--- config.mk ---
export PLATFORM = sky130hd
export DESIGN_NAME = imem_loader_flat
export DESIGN_NICKNAME = d
export VERILOG_FILES = /design/src/rtl/imem_loader_if.sv /design/src/rtl/imem_loader.sv /design/src/flat_wrapper.sv
export SDC_FILE = /design/constraint.sdc
export NUM_CORES = 1
export LEC_CHECK = 0
export CORE_MARGIN = 2
export CORE_UTILIZATION = 47
export CTS_CLUSTER_DIAMETER = 50
export DETAILED_ROUTE_END_ITERATION = 8
export PLACE_DENSITY = 0.76
export SLEW_MARGIN = 20
export SYNTH_ARGS = -nofsm -noshare
export SYNTH_HDL_FRONTEND = slang
export SYNTH_SLANG_ARGS = --single-unit
export TNS_END_PERCENT = 10
--- constraint.sdc ---
create_clock -name CLK -period 2.6 [get_ports CLK]
set_input_delay 0.52 -clock CLK [delete_from_list [all_inputs] [get_ports CLK]]
set_output_delay 0.52 -clock CLK [all_outputs]
set_load 0.02 [all_outputs]
--- src/rtl/imem_loader_if.sv ---
// Byte-stream intake and instruction-RAM write port of the instruction memory loader.
// Handshake: a byte moves on any rising CLK edge where ByteValid && ByteReady; ByteIn must be stable while ByteValid is high.
interface imem_loader_if;
   logic        Start;
   logic [7:0]  ByteIn;
   logic        ByteValid;
   logic        ByteReady;
   logic [63:0] WrAddr;
   logic [31:0] WrData;
   logic        WrEn;
   logic        CpuHold;
   logic        Done;
   logic        Error;
   logic [15:0] WordCount;

   modport master (
      output Start, ByteIn, ByteValid,
      input  ByteReady, WrAddr, WrData, WrEn, CpuHold, Done, Error, WordCount
   );

   modport slave (
      input  Start, ByteIn, ByteValid,
      output ByteReady, WrAddr, WrData, WrEn, CpuHold, Done, Error, WordCount
   );
endinterface

--- src/rtl/imem_loader.sv ---
// Loads a length-prefixed, XOR-checksummed byte stream into instruction RAM as 32-bit words,
// holding the CPU for the duration of the load.
module imem_loader #(
   parameter logic [63:0] BASE_ADDR = 64'h0,
   parameter int          MAX_WORDS = 40
) (
   input  logic         CLK,
   input  logic         Reset_L,
   imem_loader_if.slave bus,
   output logic [2:0]   dbg_state
);

   typedef enum logic [2:0] {IDLE, LEN0, LEN1, DATA, WRITE, CSUM, DONE, ERR} state_e;

   localparam logic [15:0] MAX_W = 16'(MAX_WORDS);

   state_e      state, state_nx;
   logic [15:0] len;
   logic [7:0]  csum;
   logic [1:0]  idx;
   logic [23:0] word_asm;
   logic [15:0] word_count;
   logic [63:0] wr_addr;
   logic [31:0] wr_data;
   logic        byte_ready, wr_en, cpu_hold, xfer;
   logic [15:0] len_full, count_inc;
   logic        len_bad;

   assign xfer      = bus.ByteValid && byte_ready;
   assign len_full  = {bus.ByteIn, len[7:0]};
   assign len_bad   = (len_full == 16'd0) || (len_full > MAX_W);
   assign count_inc = word_count + 16'd1;

   always_ff @(posedge CLK or negedge Reset_L) begin
      if (!Reset_L) state <= IDLE;
      else          state <= state_nx;
   end

   // Ready is a pure function of state, so the transfer qualifier never loops back through ByteValid.
   always_comb begin
      state_nx   = state;
      byte_ready = 1'b0;
      wr_en      = 1'b0;
      cpu_hold   = 1'b0;
      case (state)
         IDLE, DONE, ERR: if (bus.Start) state_nx = LEN0;
         LEN0: begin
            byte_ready = 1'b1;
            cpu_hold   = 1'b1;
            if (bus.ByteValid) state_nx = LEN1;
         end
         LEN1: begin
            byte_ready = 1'b1;
            cpu_hold   = 1'b1;
            if (bus.ByteValid) state_nx = len_bad ? ERR : DATA;
         end
         DATA: begin
            byte_ready = 1'b1;
            cpu_hold   = 1'b1;
            if (bus.ByteValid && idx == 2'd3) state_nx = WRITE;
         end
         WRITE: begin
            wr_en    = 1'b1;
            cpu_hold = 1'b1;
            state_nx = (count_inc == len) ? CSUM : DATA;
         end
         CSUM: begin
            byte_ready = 1'b1;
            cpu_hold   = 1'b1;
            if (bus.ByteValid) state_nx = (bus.ByteIn == csum) ? DONE : ERR;
         end
         default: state_nx = IDLE;
      endcase
   end

   always_ff @(posedge CLK or negedge Reset_L) begin
      if (!Reset_L) begin
         len        <= '0;
         csum       <= '0;
         idx        <= '0;
         word_asm   <= '0;
         word_count <= '0;
         wr_addr    <= '0;
         wr_data    <= '0;
      end else begin
         if ((state == IDLE || state == DONE || state == ERR) && bus.Start) begin
            word_count <= '0;
            csum       <= '0;
            idx        <= '0;
         end
         if (xfer) begin
            case (state)
               LEN0: len[7:0]  <= bus.ByteIn;
               LEN1: len[15:8] <= bus.ByteIn;
               DATA: begin
                  csum <= csum ^ bus.ByteIn;
                  idx  <= idx + 2'd1;
                  case (idx)
                     2'd0: word_asm[7:0]   <= bus.ByteIn;
                     2'd1: word_asm[15:8]  <= bus.ByteIn;
                     2'd2: word_asm[23:16] <= bus.ByteIn;
                     default: begin
                        // Top lane goes straight to the write register so WRITE can follow immediately.
                        wr_data <= {bus.ByteIn, word_asm};
                        wr_addr <= BASE_ADDR + {46'd0, word_count, 2'b00};
                     end
                  endcase
               end
               default: ;
            endcase
         end
         if (state == WRITE) word_count <= count_inc;
      end
   end

   assign bus.ByteReady = byte_ready;
   assign bus.WrEn      = wr_en;
   assign bus.CpuHold   = cpu_hold;
   assign bus.WrAddr    = wr_addr;
   assign bus.WrData    = wr_data;
   assign bus.Done      = (state == DONE);
   assign bus.Error     = (state == ERR);
   assign bus.WordCount = word_count;
   assign dbg_state     = state;

endmodule

--- src/flat_wrapper.sv ---
// flat-port wrapper written by rule: the top's interface ports become plain ports
module imem_loader_flat 
#(
   parameter logic [63:0] BASE_ADDR = 64'h0,
   parameter int          MAX_WORDS = 40
)
  (CLK, Reset_L, dbg_state, bus_Start, bus_ByteIn, bus_ByteValid, bus_ByteReady, bus_WrAddr, bus_WrData, bus_WrEn, bus_CpuHold, bus_Done, bus_Error, bus_WordCount);
  imem_loader_if bus_i ();
  input  logic CLK;
  input  logic Reset_L;
  output logic [2:0] dbg_state;
  input wire logic [$bits(bus_i.Start)-1:0] bus_Start;
  input wire logic [$bits(bus_i.ByteIn)-1:0] bus_ByteIn;
  input wire logic [$bits(bus_i.ByteValid)-1:0] bus_ByteValid;
  output wire logic [$bits(bus_i.ByteReady)-1:0] bus_ByteReady;
  output wire logic [$bits(bus_i.WrAddr)-1:0] bus_WrAddr;
  output wire logic [$bits(bus_i.WrData)-1:0] bus_WrData;
  output wire logic [$bits(bus_i.WrEn)-1:0] bus_WrEn;
  output wire logic [$bits(bus_i.CpuHold)-1:0] bus_CpuHold;
  output wire logic [$bits(bus_i.Done)-1:0] bus_Done;
  output wire logic [$bits(bus_i.Error)-1:0] bus_Error;
  output wire logic [$bits(bus_i.WordCount)-1:0] bus_WordCount;
  assign bus_i.Start = bus_Start;
  assign bus_i.ByteIn = bus_ByteIn;
  assign bus_i.ByteValid = bus_ByteValid;
  assign bus_ByteReady = bus_i.ByteReady;
  assign bus_WrAddr = bus_i.WrAddr;
  assign bus_WrData = bus_i.WrData;
  assign bus_WrEn = bus_i.WrEn;
  assign bus_CpuHold = bus_i.CpuHold;
  assign bus_Done = bus_i.Done;
  assign bus_Error = bus_i.Error;
  assign bus_WordCount = bus_i.WordCount;
  imem_loader #(.BASE_ADDR(BASE_ADDR), .MAX_WORDS(MAX_WORDS)) u_core (.CLK(CLK), .Reset_L(Reset_L), .bus(bus_i), .dbg_state(dbg_state));
endmodule
==> impl_results.md <==
- Cell Count, Final, Fillers Out: 792
- Worst VDD drop: 798 µV
- Met2 Resource Use GR: 35.6%
- Worst Reg-to-Reg Cells: 6
- DRT Pass-1 Iters: 5
- FF+latch count, synth: 117
- FP Rows: 40
- Die footprint: 0.0132 mm²
- Clock Latency Late Sink: slightly above 0.4 ns
- Chip Width: between 100 and 150 µm
- Least-Margin Pin Slew: ~0.96 ns
- Synthesis-to-layout area growth: 27.4%
- Critical path startpoint category: flop
- First-pass GRT wire length: approximately 23000 µm
- Placed cells: between 700 and 800
- Crit-path max FO: 14
- Worst clock skew: 0.00574 ns
- Gp weighted congestion: ~0.91
- IO Pins: 132
- Status: complete, no violations
- Placed Instance Area: 0.00680 mm²
- Rel. slew slack: 35.8%
- Clock Sinks: 117
- Max Cap Violations: 0
- Antenna-violating nets left: 0
- Fillcell total: 923
- Post-Syn Area: ~0.0058 mm²
- Cell area after layout: ~0.0074 mm²
- Cell Pwr Density: 1100 mW/mm²
- Worst EP required: 2.08 ns
- Post-synth EDFFs: 0
- Num CTS Buffers: 17
- Total Power: 0.00811 W
- Yosys cell types: 42
- DRC Markers: 0
- Global route overflow: 0
- Tcrit/Tclk final: 95.9%
- DP Wirelength: 9620 µm
- Setup CP Type: reg -> out
- CTS tree: done
- Routed WL: 13900 µm
- Post-synth top cells: dfrtp_1 (117), mux2_2 (86), buf_4 (48), o21ai_0 (46), nand2_1 (40)
- Sw power: 0.00279 W
- Most numerous cell in the Yosys netlist: dfrtp_1
- Die height: 115 µm
- Yosys warnings: 0
- Starting Density: between 40% and 50%
- Final hold violations: 0
- Worst-path clk slew: 0.06 ns
- Post-synth top flop: dfrtp_1
- DRC violation total after the first TritonRoute iteration: between 200 and 300
- Worst hold path class: in -> async
- Total number of vias: 4368
- N_diodes: 0
- Internal reg-to-reg setup slack: 0.22 ns
- Int Pwr: between 0.005 and 0.006 W
- Share of cells above drive strength 1: between 20% and 30%
- FFs w/ async S/R, synth: between 90% and 100%
- Routed vias/inst: 5.52
- Maximum clock rate: 401 MHz
- Quantity of I/O buffers inserted on ports: 83
- CP endpoint kind: output port
- Met1 GRT Util: 29.7%
- Leakage: roughly 3.3 nW
- Seq/Total Area, Yosys: between 50% and 60%
- RSZ-0062 raised after global routing: false
- Largest area contributor in the netlist: dfrtp_1
- Root buffer cell: clkbuf_16
- All-Layer GR Usage: 23.1%
- Met3 usage: 6.96%
- WL per Instance: about 18 µm
- Min cycle time layout: 2.49 ns
- Syn avg cell area: 11.0 µm²
- Max-slew violations: 0
- Initial antenna violation count: 0
- Layout net count: 651
- Clk pwr share: 28.0%
- Combinational power share: 35.0%
- Clock Tree Buf Depth: 2
- Share of Yosys cell area claimed by the top area cell type: between 50% and 60%
- Critical Path AT: 1.97 ns
- Vias in the first global route: 4461
- Placeable Area: between 0.01 and 0.015 mm²
- Syn Inst Count: 527
- Number of setup buffers added after CTS: 0
- GRT busiest layer: met2
- Top cells by area, synth: dfrtp_1 (51%), mux2_2 (17%), buf_4 (6.2%), o21ai_0 (4.0%), xnor2_1 (3.9%)
- Switch share: 34.4%
- Largest net degree at the start of global routing: 48
- Setup TNS: 0 ns
- Final Util: roughly 62%
- Endpoints failing setup: 0
- H-Tree Level Count: 4
- Register share of total power: a little under two fifths
[state kept, by name, indices dropped and copies added, names as in the netlist]
name                  flops
u_core.word_asm          24
u_core.bus.WrData        32
u_core.bus.WrAddr        16
u_core.dbg_state          3
u_core.idx                2
u_core.bus.WordCount     16
u_core.csum               8
u_core.len               16
[layout by cell type, fill, tap and decap left out, types with 5 or more instances in the layout]
cell type / netlist / routed
a21oi_1: 10 / 10
and3_1: 6 / 6
buf_4: 48 / 32
clkbuf_16: 0 / 17
clkdlybuf4s50_1: 0 / 82
conb_1: 1 / 48
dfrtp_1: 117 / 116
ha_1: 6 / 6
inv_1: 7 / 7
mux2_2: 86 / 86
nand2_1: 40 / 39
nand3_1: 15 / 15
nor2_1: 29 / 28
nor3_1: 13 / 13
nor4_1: 5 / 5
o21ai_0: 46 / 46
o31ai_1: 5 / 5
xnor2_1: 26 / 26
xor2_1: 6 / 6
[kinds of logic after synthesis]
kind of cell | synth area share [%]
AND/OR/NAND/NOR | 10.3
multiplexers | 16.7
adder cells (fa/ha/maj) | 1.30
other | 0.0647
XOR/XNOR | 4.83
flip-flops | 50.5
buffers and inverters | 8.68
AO/OA/AOI/OAI | 7.58
[power by group through the flow]
stage | logic (W) | clock network, W | registers, W
after global placement | 0.00271 | 0 | 0.00296
final | 0.00284 | 0.00227 | 0.00300
after detailed placement | 0.00280 | 0 | 0.00299
after floorplan | 0.00152 | 0 | 0.00318
after global routing | 0.00308 | 0.00241 | 0.00308
after CTS | 0.00285 | 0.00232 | 0.00299
[final timing paths]
path | startpoint | to
min in group CLK | u_core.bus.WrAddr[8] | u_core.bus.WrAddr[8]
worst min-delay path | Reset_L | u_core.bus.WordCount[2]
max in group asynchronous | Reset_L | u_core.dbg_state[2]
worst max-delay path | u_core.dbg_state[0] | bus_CpuHold
worst min register to register | u_core.bus.WrAddr[8] | u_core.bus.WrAddr[8]
worst max register to register | u_core.bus.WordCount[12] | u_core.dbg_state[2]
[what timing repair did]
| action | CTS | global route |
|---|---|---|
| hold buffers | 0 | 0 |
| gates resized for setup | 0 | 2 |
| endpoints found under the setup margin | 0 | 2 |
[area by class of cell]
class                   count  area (µm²)  share of cell area, %
flip-flops and latches    117        2930                   39.7
multi-input cells         373        2550                   34.5
inverters                   7        26.3                  0.356
well taps                 147         184                   2.49
clock buffers              17         425                   5.76
repair buffers            117        1120                   15.2
clock inverters            14         154                   2.08
[critical path, cell delays in order (launching register included)]
cell and delay, ns:
dfrtp_1 0.42, buf_4 0.24, nor3_1 0.07, a21oi_1 0.17, clkdlybuf4s50_1 0.65
[layer usage]
| metal | part of all wire [%] | routed length (µm) |
|---|---|---|
| met1 | 42 | 5790 |
| met2 | 48 | 6620 |
| met3 | 7.9 | 1100 |
| met4 | 2.8 | 390 |
| met5 | 0 | 0 |
[per-stage QoR]
| step | hold slack (ns) | setup slack (ns) |
|---|---|---|
| floorplan | 0.224 | 0.133 |
| global placement | 0.464 | 0.204 |
| detailed placement | 0.478 | 0.142 |
| CTS | 0.0322 | 0.0295 |
| global route | 0.0423 | 0.000426 |
| finish | 0.0362 | 0.107 |
Note: power is estimated with default switching activity, not from simulation.
